$ cat src/rtl/gcm_pkt_sequencer_if.sv
// gcm_pkt_sequencer_if: ingress stream plus gcm_aes core side of the packet sequencer.
// Latency: none (signal bundle only).
// Backpressure: s_ready is driven by the sequencer and gates s_valid; i_aes_done returns credits.
// Ports (signals): s_valid/s_ready/s_last/s_data/s_len ingress stream; o_aes_* core word bus;
//   i_aes_done completion pulse; o_credits/o_pkt_cnt/o_err status.
// Modports: master = ingress/core environment, slave = the sequencer.
interface gcm_pkt_sequencer_if #(
  parameter int DATA_W = 128,
  parameter int LEN_W  = 16,
  parameter int IV_W   = 96
);
  logic              s_valid;
  logic              s_ready;
  logic              s_last;
  logic [DATA_W-1:0] s_data;
  logic [LEN_W-1:0]  s_len;

  logic              o_aes_valid;
  logic              o_aes_new;
  logic              o_aes_last;
  logic [1:0]        o_aes_phase;
  logic [DATA_W-1:0] o_aes_data;
  logic [127:0]      o_aes_pt_size;
  logic [IV_W-1:0]   o_aes_iv;
  logic              i_aes_done;

  logic [3:0]        o_credits;
  logic [31:0]       o_pkt_cnt;
  logic [1:0]        o_err;

  modport master (
    output s_valid, s_last, s_data, s_len, i_aes_done,
    input  s_ready, o_aes_valid, o_aes_new, o_aes_last, o_aes_phase, o_aes_data,
           o_aes_pt_size, o_aes_iv, o_credits, o_pkt_cnt, o_err
  );

  modport slave (
    input  s_valid, s_last, s_data, s_len, i_aes_done,
    output s_ready, o_aes_valid, o_aes_new, o_aes_last, o_aes_phase, o_aes_data,
           o_aes_pt_size, o_aes_iv, o_credits, o_pkt_cnt, o_err
  );
endinterface

$ cat src/rtl/gcm_pkt_sequencer.sv
// gcm_pkt_sequencer: front-end controller for gcm_aes; tags words with new/last/phase,
//   computes plaintext bit size and IV per packet, limits packets in flight with credits.
// Latency: 1 cycle from accepted input word to o_aes_* output.
// Backpressure: s_ready drops only between packets when no credit is left; mid-packet always ready.
// Ports: clk, reset (sync, active-high); bus (slave modport of gcm_pkt_sequencer_if) carrying
//   the ingress stream, the core word bus, i_aes_done credit return and status outputs.
// Optional feature: define GCM_SEQ_IV_INC_EN for an incrementing per-packet IV; otherwise
//   o_aes_iv is tied to zero and no IV logic exists.
module gcm_pkt_sequencer #(
  parameter int DATA_W       = 128,
  parameter int LEN_W        = 16,
  parameter int HDR_BYTES    = 14,
  parameter int MAX_INFLIGHT = 4,
  parameter int IV_W         = 96
) (
  input logic               clk,
  input logic               reset,
  gcm_pkt_sequencer_if.slave bus
);

  typedef enum logic [1:0] {
    ST_IDLE   = 2'd0,
    ST_SECOND = 2'd1,
    ST_INNER  = 2'd2
  } state_e;

  localparam logic [3:0]       MAX_CRED = 4'(MAX_INFLIGHT);
  localparam logic [LEN_W-1:0] HDR_LEN  = LEN_W'(HDR_BYTES);

  state_e            state_q, state_d;
  logic              aes_valid_q, aes_valid_d;
  logic              aes_new_q, aes_new_d;
  logic              aes_last_q, aes_last_d;
  logic [1:0]        aes_phase_q, aes_phase_d;
  logic [DATA_W-1:0] aes_data_q, aes_data_d;
  logic [127:0]      pt_size_q, pt_size_d;
  logic [3:0]        credits_q, credits_d;
  logic [31:0]       pkt_cnt_q, pkt_cnt_d;
  logic [1:0]        err_q, err_d;

  logic              s_ready;
  logic              accept;
  logic              first_acc;
  logic              stray_done;
  logic              credit_ret;
  logic [1:0]        phase_w;
  logic [LEN_W-1:0]  net_len;

  // Credits gate only the start of a packet; once inside, the packet always completes.
  assign s_ready    = (state_q != ST_IDLE) | (credits_q != 4'd0);
  assign accept     = bus.s_valid & s_ready;
  assign first_acc  = accept & (state_q == ST_IDLE);
  // A done pulse with every credit already home has no packet to retire.
  assign stray_done = bus.i_aes_done & (credits_q == MAX_CRED);
  assign credit_ret = bus.i_aes_done & ~stray_done;
  assign net_len    = bus.s_len - HDR_LEN;

  always_comb begin
    state_d     = state_q;
    phase_w     = 2'd0;
    aes_valid_d = accept;
    aes_new_d   = first_acc;
    aes_last_d  = accept & bus.s_last;
    aes_phase_d = 2'd0;
    aes_data_d  = aes_data_q;
    pt_size_d   = pt_size_q;
    credits_d   = credits_q;
    pkt_cnt_d   = pkt_cnt_q;
    err_d       = err_q;

    case (state_q)
      ST_IDLE: begin
        phase_w = 2'd0;
        if (accept && !bus.s_last) state_d = ST_SECOND;
      end
      ST_SECOND: begin
        phase_w = 2'd1;
        if (accept) state_d = bus.s_last ? ST_IDLE : ST_INNER;
      end
      ST_INNER: begin
        phase_w = 2'd2;
        if (accept && bus.s_last) state_d = ST_IDLE;
      end
      default: state_d = ST_IDLE;
    endcase

    if (accept) begin
      aes_phase_d = phase_w;
      aes_data_d  = bus.s_data;
    end

    // Length is only meaningful on the first word; later words leave size untouched.
    if (first_acc) begin
      pkt_cnt_d = pkt_cnt_q + 32'd1;
      if (bus.s_len < HDR_LEN) begin
        pt_size_d = 128'd0;
        err_d[0]  = 1'b1;
      end else begin
        pt_size_d = {{(128-LEN_W){1'b0}}, net_len} << 3;
      end
    end

    if (stray_done) err_d[1] = 1'b1;

    // Simultaneous start and return cancel out.
    if (first_acc && !credit_ret) begin
      credits_d = credits_q - 4'd1;
    end else if (credit_ret && !first_acc) begin
      credits_d = credits_q + 4'd1;
    end
  end

  always_ff @(posedge clk) begin
    if (reset) begin
      state_q     <= ST_IDLE;
      aes_valid_q <= 1'b0;
      aes_new_q   <= 1'b0;
      aes_last_q  <= 1'b0;
      aes_phase_q <= 2'd0;
      aes_data_q  <= '0;
      pt_size_q   <= '0;
      credits_q   <= MAX_CRED;
      pkt_cnt_q   <= 32'd0;
      err_q       <= 2'b00;
    end else begin
      state_q     <= state_d;
      aes_valid_q <= aes_valid_d;
      aes_new_q   <= aes_new_d;
      aes_last_q  <= aes_last_d;
      aes_phase_q <= aes_phase_d;
      aes_data_q  <= aes_data_d;
      pt_size_q   <= pt_size_d;
      credits_q   <= credits_d;
      pkt_cnt_q   <= pkt_cnt_d;
      err_q       <= err_d;
    end
  end

`ifdef GCM_SEQ_IV_INC_EN
  logic [IV_W-1:0] iv_q, iv_d;
  logic [IV_W-1:0] aes_iv_q, aes_iv_d;

  // The packet gets the counter value before it is bumped; all-ones wraps to zero.
  always_comb begin
    iv_d     = iv_q;
    aes_iv_d = aes_iv_q;
    if (first_acc) begin
      aes_iv_d = iv_q;
      iv_d     = iv_q + {{(IV_W-1){1'b0}}, 1'b1};
    end
  end

  always_ff @(posedge clk) begin
    if (reset) begin
      iv_q     <= '0;
      aes_iv_q <= '0;
    end else begin
      iv_q     <= iv_d;
      aes_iv_q <= aes_iv_d;
    end
  end

  assign bus.o_aes_iv = aes_iv_q;
`else
  assign bus.o_aes_iv = {IV_W{1'b0}};
`endif

  assign bus.s_ready       = s_ready;
  assign bus.o_aes_valid   = aes_valid_q;
  assign bus.o_aes_new     = aes_new_q;
  assign bus.o_aes_last    = aes_last_q;
  assign bus.o_aes_phase   = aes_phase_q;
  assign bus.o_aes_data    = aes_data_q;
  assign bus.o_aes_pt_size = pt_size_q;
  assign bus.o_credits     = credits_q;
  assign bus.o_pkt_cnt     = pkt_cnt_q;
  assign bus.o_err         = err_q;

endmodule
$ cat src/flat_wrapper.sv
// flat-port wrapper written by rule: the top's interface ports become plain ports
module gcm_pkt_sequencer_flat 
#(
  parameter int DATA_W       = 128,
  parameter int LEN_W        = 16,
  parameter int HDR_BYTES    = 14,
  parameter int MAX_INFLIGHT = 4,
  parameter int IV_W         = 96
)
  (clk, reset, bus_s_valid, bus_s_last, bus_s_data, bus_s_len, bus_i_aes_done, bus_s_ready, bus_o_aes_valid, bus_o_aes_new, bus_o_aes_last, bus_o_aes_phase, bus_o_aes_data, bus_o_aes_pt_size, bus_o_aes_iv, bus_o_credits, bus_o_pkt_cnt, bus_o_err);
  gcm_pkt_sequencer_if #(.DATA_W(DATA_W), .LEN_W(LEN_W), .IV_W(IV_W)) bus_i ();
  input logic clk;
  input logic reset;
  input wire logic [$bits(bus_i.s_valid)-1:0] bus_s_valid;
  input wire logic [$bits(bus_i.s_last)-1:0] bus_s_last;
  input wire logic [$bits(bus_i.s_data)-1:0] bus_s_data;
  input wire logic [$bits(bus_i.s_len)-1:0] bus_s_len;
  input wire logic [$bits(bus_i.i_aes_done)-1:0] bus_i_aes_done;
  output wire logic [$bits(bus_i.s_ready)-1:0] bus_s_ready;
  output wire logic [$bits(bus_i.o_aes_valid)-1:0] bus_o_aes_valid;
  output wire logic [$bits(bus_i.o_aes_new)-1:0] bus_o_aes_new;
  output wire logic [$bits(bus_i.o_aes_last)-1:0] bus_o_aes_last;
  output wire logic [$bits(bus_i.o_aes_phase)-1:0] bus_o_aes_phase;
  output wire logic [$bits(bus_i.o_aes_data)-1:0] bus_o_aes_data;
  output wire logic [$bits(bus_i.o_aes_pt_size)-1:0] bus_o_aes_pt_size;
  output wire logic [$bits(bus_i.o_aes_iv)-1:0] bus_o_aes_iv;
  output wire logic [$bits(bus_i.o_credits)-1:0] bus_o_credits;
  output wire logic [$bits(bus_i.o_pkt_cnt)-1:0] bus_o_pkt_cnt;
  output wire logic [$bits(bus_i.o_err)-1:0] bus_o_err;
  assign bus_i.s_valid = bus_s_valid;
  assign bus_i.s_last = bus_s_last;
  assign bus_i.s_data = bus_s_data;
  assign bus_i.s_len = bus_s_len;
  assign bus_i.i_aes_done = bus_i_aes_done;
  assign bus_s_ready = bus_i.s_ready;
  assign bus_o_aes_valid = bus_i.o_aes_valid;
  assign bus_o_aes_new = bus_i.o_aes_new;
  assign bus_o_aes_last = bus_i.o_aes_last;
  assign bus_o_aes_phase = bus_i.o_aes_phase;
  assign bus_o_aes_data = bus_i.o_aes_data;
  assign bus_o_aes_pt_size = bus_i.o_aes_pt_size;
  assign bus_o_aes_iv = bus_i.o_aes_iv;
  assign bus_o_credits = bus_i.o_credits;
  assign bus_o_pkt_cnt = bus_i.o_pkt_cnt;
  assign bus_o_err = bus_i.o_err;
  gcm_pkt_sequencer #(.DATA_W(DATA_W), .LEN_W(LEN_W), .HDR_BYTES(HDR_BYTES), .MAX_INFLIGHT(MAX_INFLIGHT), .IV_W(IV_W)) u_core (.clk(clk), .reset(reset), .bus(bus_i));
endmodule
$ cat config.mk
export PLATFORM = sky130hd
export DESIGN_NAME = gcm_pkt_sequencer_flat
export DESIGN_NICKNAME = d
export VERILOG_FILES = /design/src/rtl/gcm_pkt_sequencer_if.sv /design/src/rtl/gcm_pkt_sequencer.sv /design/src/flat_wrapper.sv
export SDC_FILE = /design/constraint.sdc
export NUM_CORES = 1
export LEC_CHECK = 0
export CAP_MARGIN = 10
export CORE_AREA = 2 2 213 215
export CTS_CLUSTER_DIAMETER = 150
export DETAILED_ROUTE_END_ITERATION = 10
export DIE_AREA = 0 0 215 217
export PLACE_DENSITY = 0.58
export SLEW_MARGIN = 20
export SYNTH_ARGS = -nofsm -noshare
export SYNTH_HDL_FRONTEND = slang
export SYNTH_SLANG_ARGS = --single-unit
$ cat constraint.sdc
create_clock -name clk -period 4.89 [get_ports clk]
set_input_delay 1.467 -clock clk [delete_from_list [all_inputs] [get_ports clk]]
set_output_delay 1.467 -clock clk [all_outputs]
set_load 0.01 [all_outputs]
==> results of run 1 <==
==> state kept, by name, indices dropped and copies added, names as in the netlist <==
name                      cells
u_core.bus.o_aes_last         1
u_core.bus.o_credits          4
u_core.bus.o_aes_new          1
u_core.bus.o_aes_valid        1
u_core.bus.o_aes_phase        2
u_core.bus.o_aes_pt_size     16
u_core.bus.o_pkt_cnt         32
u_core.bus.o_err              2
u_core.state_q                2
u_core.bus.o_aes_data       128
==> layer usage <==
layer / wire length [um] / part of all wire, %
met5: 34 / 0.13
met4: 559 / 2.1
met3: 2760 / 10
met2: 12700 / 47
met1: 11000 / 41
==> power groups by stage <==
stage / Clock (mW) / Combinational, mW / Sequential [mW]
after floorplan: 0 / 0.636 / 1.87
after global placement: 0 / 1.15 / 1.82
after detailed placement: 0 / 1.16 / 1.83
after CTS: 1.52 / 1.17 / 1.79
after global routing: 1.58 / 1.27 / 1.81
final: 1.45 / 1.15 / 1.79
==> cells by family after synthesis <==
group,Yosys count
and+or+nand+nor,388
buffers and inverters,276
AOI/OAI and AO/OA,216
DFF,189
xor gates and xnor gates,20
adders and majority gates,5
muxes,5
other,1
==> critical path: cells and delay by family, from the launching register on <==
kind	cells	cell delay, ns
flops	1	0.41
buf+inv	1	0.53
simple gates	2	0.94
==> cells in the mapped netlist (all sizes together), types with 2 or more instances <==
library cell	count	area, sq um
mux2i	2	20.0
nand3b	2	15.0
o31ai	19	143
or2	2	12.5
xor2	17	149
o2bb2ai	10	87.6
nand2b	2	12.5
nor2b	9	56.3
ha	5	62.6
buf	229	1670
a211oi	2	15.0
and3	2	12.5
or3	7	43.8
nand4	14	87.6
clkbuf	40	150
o21ai	9	45.0
o211ai	6	45.0
nand3	10	50.1
nand2	281	1050
mux2	3	33.8
xnor2	3	26.3
a21oi	165	826
dfxtp	189	3780
inv	7	26.3
nor3	7	35.0
or4	22	169
nor2	17	66.3
nor4	2	18.8
and4	5	43.8
==> area by class of cell <==
class	count	area (sq um)	share of cell area [%]
Inverter	7	26.3	0.208
Tap cell	600	751	5.94
Sequential cell	189	3780	29.9
Multi-Input combinational cell	842	4030	31.9
Clock buffer	17	425	3.36
Clock inverter	13	166	1.32
Timing Repair Buffer	345	3460	27.4
Antenna cell	1	2.50	0.0198
==> path summary, 6_finish.rpt <==
check                            start                   endpoint  slack, ns  depth (start not counted)
min reg2reg  u_core.bus.o_aes_data[30]  u_core.bus.o_aes_data[30]       0.45                          2
max            u_core.bus.o_credits[0]                bus_s_ready       1.06                          3
max reg2reg    u_core.bus.o_credits[1]    u_core.bus.o_credits[2]       1.84                         10
min          u_core.bus.o_aes_data[30]  u_core.bus.o_aes_data[30]       0.45                          2
==> per-stage QoR <==
stage,worst slack [ns],cells
2_1_floorplan,1.40,1307
3_3_place_gp,0.824,1982
3_5_place_dp,0.824,1983
4_1_cts,0.981,2013
5_1_grt,0.865,2013
6_report,1.06,2014
==> flow_summary.toml, run 1 <==
[cells_and_area]
mostFrequentLayoutCells = "clkdlybuf4s50_1, nand2_1, conb_1"
layout.cells.most_common = "clkdlybuf4s50_1"
drive_gt1_share_pct = 3.68
area_delta_synth_final_pct = 42.7
fill_cells = 4817
final_util_pct = 28.3
nets = 1556
stdcell_area_sq_mm = 0.0126

[global_routing]
grt_max_degree = 87
grt_util_met3_pct = 5.60
grt.met2_usage_pct = 17.9
grt-ovfl-total = 0
grt-busiest-layer = "met2"
first_global_vias = 7027
grt_first_pass_wirelength_um = 40100
track_usage_pct = 11.2
antenna_found_initial = 5
grt_util_met1_pct = 12.5

[cts]
htreeDepth = 4
insertion_delay_ns = 0.48
cts.path.max_buffers = 2
numCtsBuffers = 17
hold_buffers = 0
post_cts_buffers = 0
ctsResizeCount = 0
cts_root_buf = "clkbuf_16"
cts_tree = "yes"
path_clk_slew_ns = 0.07
tritoncts_num_sinks = 189

[flow_run]
maxCapViolations = 0

[min_path]
hold_class = "flip-flop to flip-flop"

[place]
placed_area_sq_mm = 0.0121
hpwl_um = 20200
gp_congestion = 0.809
portBuffers = 336

[critical_path]
endpoint_kind = "output pin"
critPathMaxStageDelay_ns = 0.74
start_kind = "flip-flop"
crit_required_ns = 3.42
crit_type = "flip-flop to output pin"
crit_slowest_cell = "nor4_2"
cp_cell_sequence = "nor4_2, nand2_1, clkdlybuf4s50_1"
critPathArrivalTime_ns = 2.36
cp_max_fo = 8

[yosys]
synthSimpleGateAreaFrac_pct = 19.5
synth_top_family_by_area = "buffers and inverters"
synthAdderAreaFrac_pct = 0.706
syn_avg_cell_area_sq_um = 8.06
synthArstFlopShare_pct = 0
ys_ff_latch = 189
synth-compound-area-share_pct = 13.6
synth_warnings = 0
synth_cell_types = 48
synth_area_sq_mm = 0.00886
synth_xor_area_share_pct = 1.98
yosysSeqAreaShare_pct = 42.7
synth_ff_type = "dfxtp_1"
netlist_instances = 1100
synth_edf_count = 0
synth.area.mux_share_pct = 0.607

[drt]
drtIter0Drc = 355
routed_wl_um = 27100
drc = 0
post_drt_via_cell_ratio = 3.91
drtPass1Iterations = 4
vias = 7875
postRouteAntennaNets = 0
wire_per_inst_um = 13.4

[power_and_ir_drop]
finalPower_mw = 4.39
power_density_mw_per_mm2 = 347
internal_power_mw = 3.02
power_frac_seq_pct = 40.7
ir_worst_vdd_v = 0.000201
power_leakage_nw = 4.77
combPwrFrac_pct = 26.2
p_clk_share_pct = 33.1
switching_power_mw = 1.38
switching_share_pct = 31.4

[sta]
finalWorstPathRequiredPeriod_ns = 3.83
min_period_over_period_pct = 78.3
slew_headroom_pct = 46.8
holdWs_ns = 0.453
timing.fmax_ghz = 0.261
rsz0062_at_grt = "no"
fin_tns_setup_ns = 0
drv_slew = 0
setup_viol = 0
finalHoldViolations = 0
skew_ns = 0.00963
worst_pin_slew_ns = 0.793

[die]
die_h_um = 217
core_sq_mm = 0.0447
floorplan.initialDensity_pct = 19.8
rows = 78
ios = 545
fp.dieW_um = 215
die-area_sq_mm = 0.0467

[run_status]
status = "finished clean"
No activity file was read; power rests on OpenSTA's default activity.
==> inputs of run 2 (changes only) <==
- CORE_AREA: 2 2 213 215 -> 2 2 214 216
- DIE_AREA: 0 0 215 217 -> 0 0 216 218
- PLACE_DENSITY: 0.58 -> 0.59
- clock period: 4.89 -> 3.3 ns (I/O delays scaled with it)
==> run 2 against run 1 <==
Effect of this change:
- utilization increased by 0.11 points
- power increased by 49%
- via count decreased by 0.41%
- register-to-register slack got worse by 1.2 ns
- clock skew increased by 0.0035 ns
- sequential power increased by 46%
- sequential share of layout area decreased by 0.24 points
- critical endpoint unchanged
- largest cell class unchanged
==> flow_summary.toml, run 2 (synthesis results as in run 1) <==
[global_routing]
first_global_vias = 7023
grt-ovfl-total = 0
track_usage_pct = 10.8
grt_first_pass_wirelength_um = 39300
grt_max_degree = 102
antenna_found_initial = 2

[drt]
drtIter0Drc = 359
drtPass1Iterations = 4
drc = 0
postRouteAntennaNets = 0
wire_per_inst_um = 13.2
routed_wl_um = 26700
vias = 7843
post_drt_via_cell_ratio = 3.88

[die]
core_sq_mm = 0.0449
ios = 545
die_h_um = 218
floorplan.initialDensity_pct = 19.7
die-area_sq_mm = 0.0471
fp.dieW_um = 216
rows = 78

[sta]
worst_pin_slew_ns = 0.862
fin_tns_setup_ns = 0
min_period_over_period_pct = 91.6
setup_viol = 0
setup_ws_ns = 0.277
finalHoldViolations = 0
skew_ns = 0.0131
drv_slew = 0
finalWorstPathRequiredPeriod_ns = 3.02
rsz0062_at_grt = "no"
slew_headroom_pct = 42.5
timing.fmax_ghz = 0.331

[critical_path]
cp_max_fo = 7
reg2reg_slack_ns = 0.60
critPathArrivalTime_ns = 2.03
crit_required_ns = 2.31
start_kind = "flip-flop"
r2r_cells = 10
r2r-end = "u_core.bus.o_credits[2]"
r2r-start = "u_core.bus.o_credits[0]"
crit_type = "flip-flop to output pin"
endpoint_kind = "output pin"

[cells_and_area]
mostFrequentLayoutCells = "clkdlybuf4s50_1, nand2_1, conb_1"
multi_input_area_sq_mm = 0.00403
largest_register_ffs = 128
drive_gt1_share_pct = 4.22
layout.cells.most_common = "clkdlybuf4s50_1"
nets = 1564
layout.area.seq_sq_mm = 0.00378
area_delta_synth_final_pct = 43.9
fill_cells = 4844

[min_path]
hold_class = "flip-flop to flip-flop"
hold_depth = 2
whs_endpoint = "u_core.bus.o_aes_data[35]"
worstHoldStart = "u_core.bus.o_aes_data[35]"

[power_and_ir_drop]
power_leakage_nw = 4.83
power_density_mw_per_mm2 = 513
ir_worst_vdd_v = 0.000374

[run_status]
status = "finished clean"

[place]
post-place-ws_ns = 0.110
portBuffers = 336
gp_congestion = 0.762
hpwl_um = 19600

[cts]
tritoncts_num_sinks = 189
insertion_delay_ns = 0.48
path_clk_slew_ns = 0.07
numCtsBuffers = 17
hold_buffers = 0
post_cts_buffers = 0
htreeDepth = 4
cts_root_buf = "clkbuf_16"
cts.path.max_buffers = 2
ctsResizeCount = 0
cts_tree = "yes"

[flow_run]
maxCapViolations = 0
-- run 2: cell types whose count changed in the layout (fill, tap and decap cells not counted) --
| cell | delta |
|---|---|
| clkbuf_1 | +1 |
| buf_12 | +4 |
| clkinv_4 | -1 |
| bufinv_16 | -1 |
| buf_16 | -1 |
| clkinvlp_4 | -2 |
| inv_6 | -1 |
| buf_4 | +5 |
| clkbuf_8 | +5 |
| diode_2 | +1 |
-- run 2: critical path, stage by stage (launching register included) --
cell	delay (ns)
dfxtp_1	0.37
nor2_1	0.48
nand2_1	0.19
clkdlybuf4s50_1	0.52
-- run 2: through the flow --
stage | util [%] | instances | power, mW | hold WS, ns | instance area (sq um)
after floorplan | - | 1307 | 3.71 | 0.470 | 9640
after global placement | 27.1 | 1991 | 4.44 | 0.441 | 12100
after detailed placement | 27.1 | 1991 | 4.46 | 0.447 | 12100
after CTS | 28.4 | 2022 | 6.68 | 0.456 | 12700
after global routing | 28.4 | 2022 | 6.93 | 0.470 | 12700
final | 28.4 | 2024 | 6.54 | 0.453 | 12800
-- run 2: metal layers --
| metal | global-route usage [%] | share of wire (%) | wire length (um) | vias up |
|---|---|---|---|---|
| li1 | - | - | - | 3870 |
| met1 | 12.2 | 41 | 11000 | 3630 |
| met2 | 17.6 | 48 | 12700 | 315 |
| met3 | 4.52 | 9.1 | 2430 | 28 |
| met4 | 5.46 | 2.2 | 594 | 0 |
| met5 | 0 | 0 | 0 | - |
-- run 2: how the worst max path moves through the flow --
| stage | from | end | cells after the start |
|---|---|---|---|
| after floorplan | bus_s_valid | u_core.bus.o_credits[2] | 11 |
| after global placement | bus_s_valid | u_core.bus.o_credits[2] | 10 |
| after detailed placement | bus_s_valid | u_core.bus.o_credits[2] | 10 |
| after CTS | u_core.bus.o_credits[0] | bus_s_ready | 5 |
| after global routing | u_core.state_q[1] | bus_s_ready | 3 |
| final | u_core.state_q[0] | bus_s_ready | 3 |
-- run 2: cell type report --
class / count / share of cell area, %
Antenna cell: 2 / 0.0393
Tap cell: 600 / 5.89
Sequential cell: 189 / 29.7
Multi-Input combinational cell: 842 / 31.6
Clock inverter: 8 / 0.814
Timing Repair Buffer: 353 / 27.9
Clock buffer: 23 / 3.91
Inverter: 7 / 0.206
-- run 2: power by group --
part	total, mW	leakage, nW	switching, mW	internal [mW]
logic	1.77	2.99	0.951	0.820
registers	2.62	1.55	0.116	2.50
clock network	2.15	0.296	0.934	1.21
total	6.54	4.83	2.00	4.54
==> inputs of run 3 (changes only) <==
- ABC_CLOCK_PERIOD_IN_PS: unset -> 3300
==> results of run 3 <==
No change in the layout: final DEF, timing and power equal those of run 2.
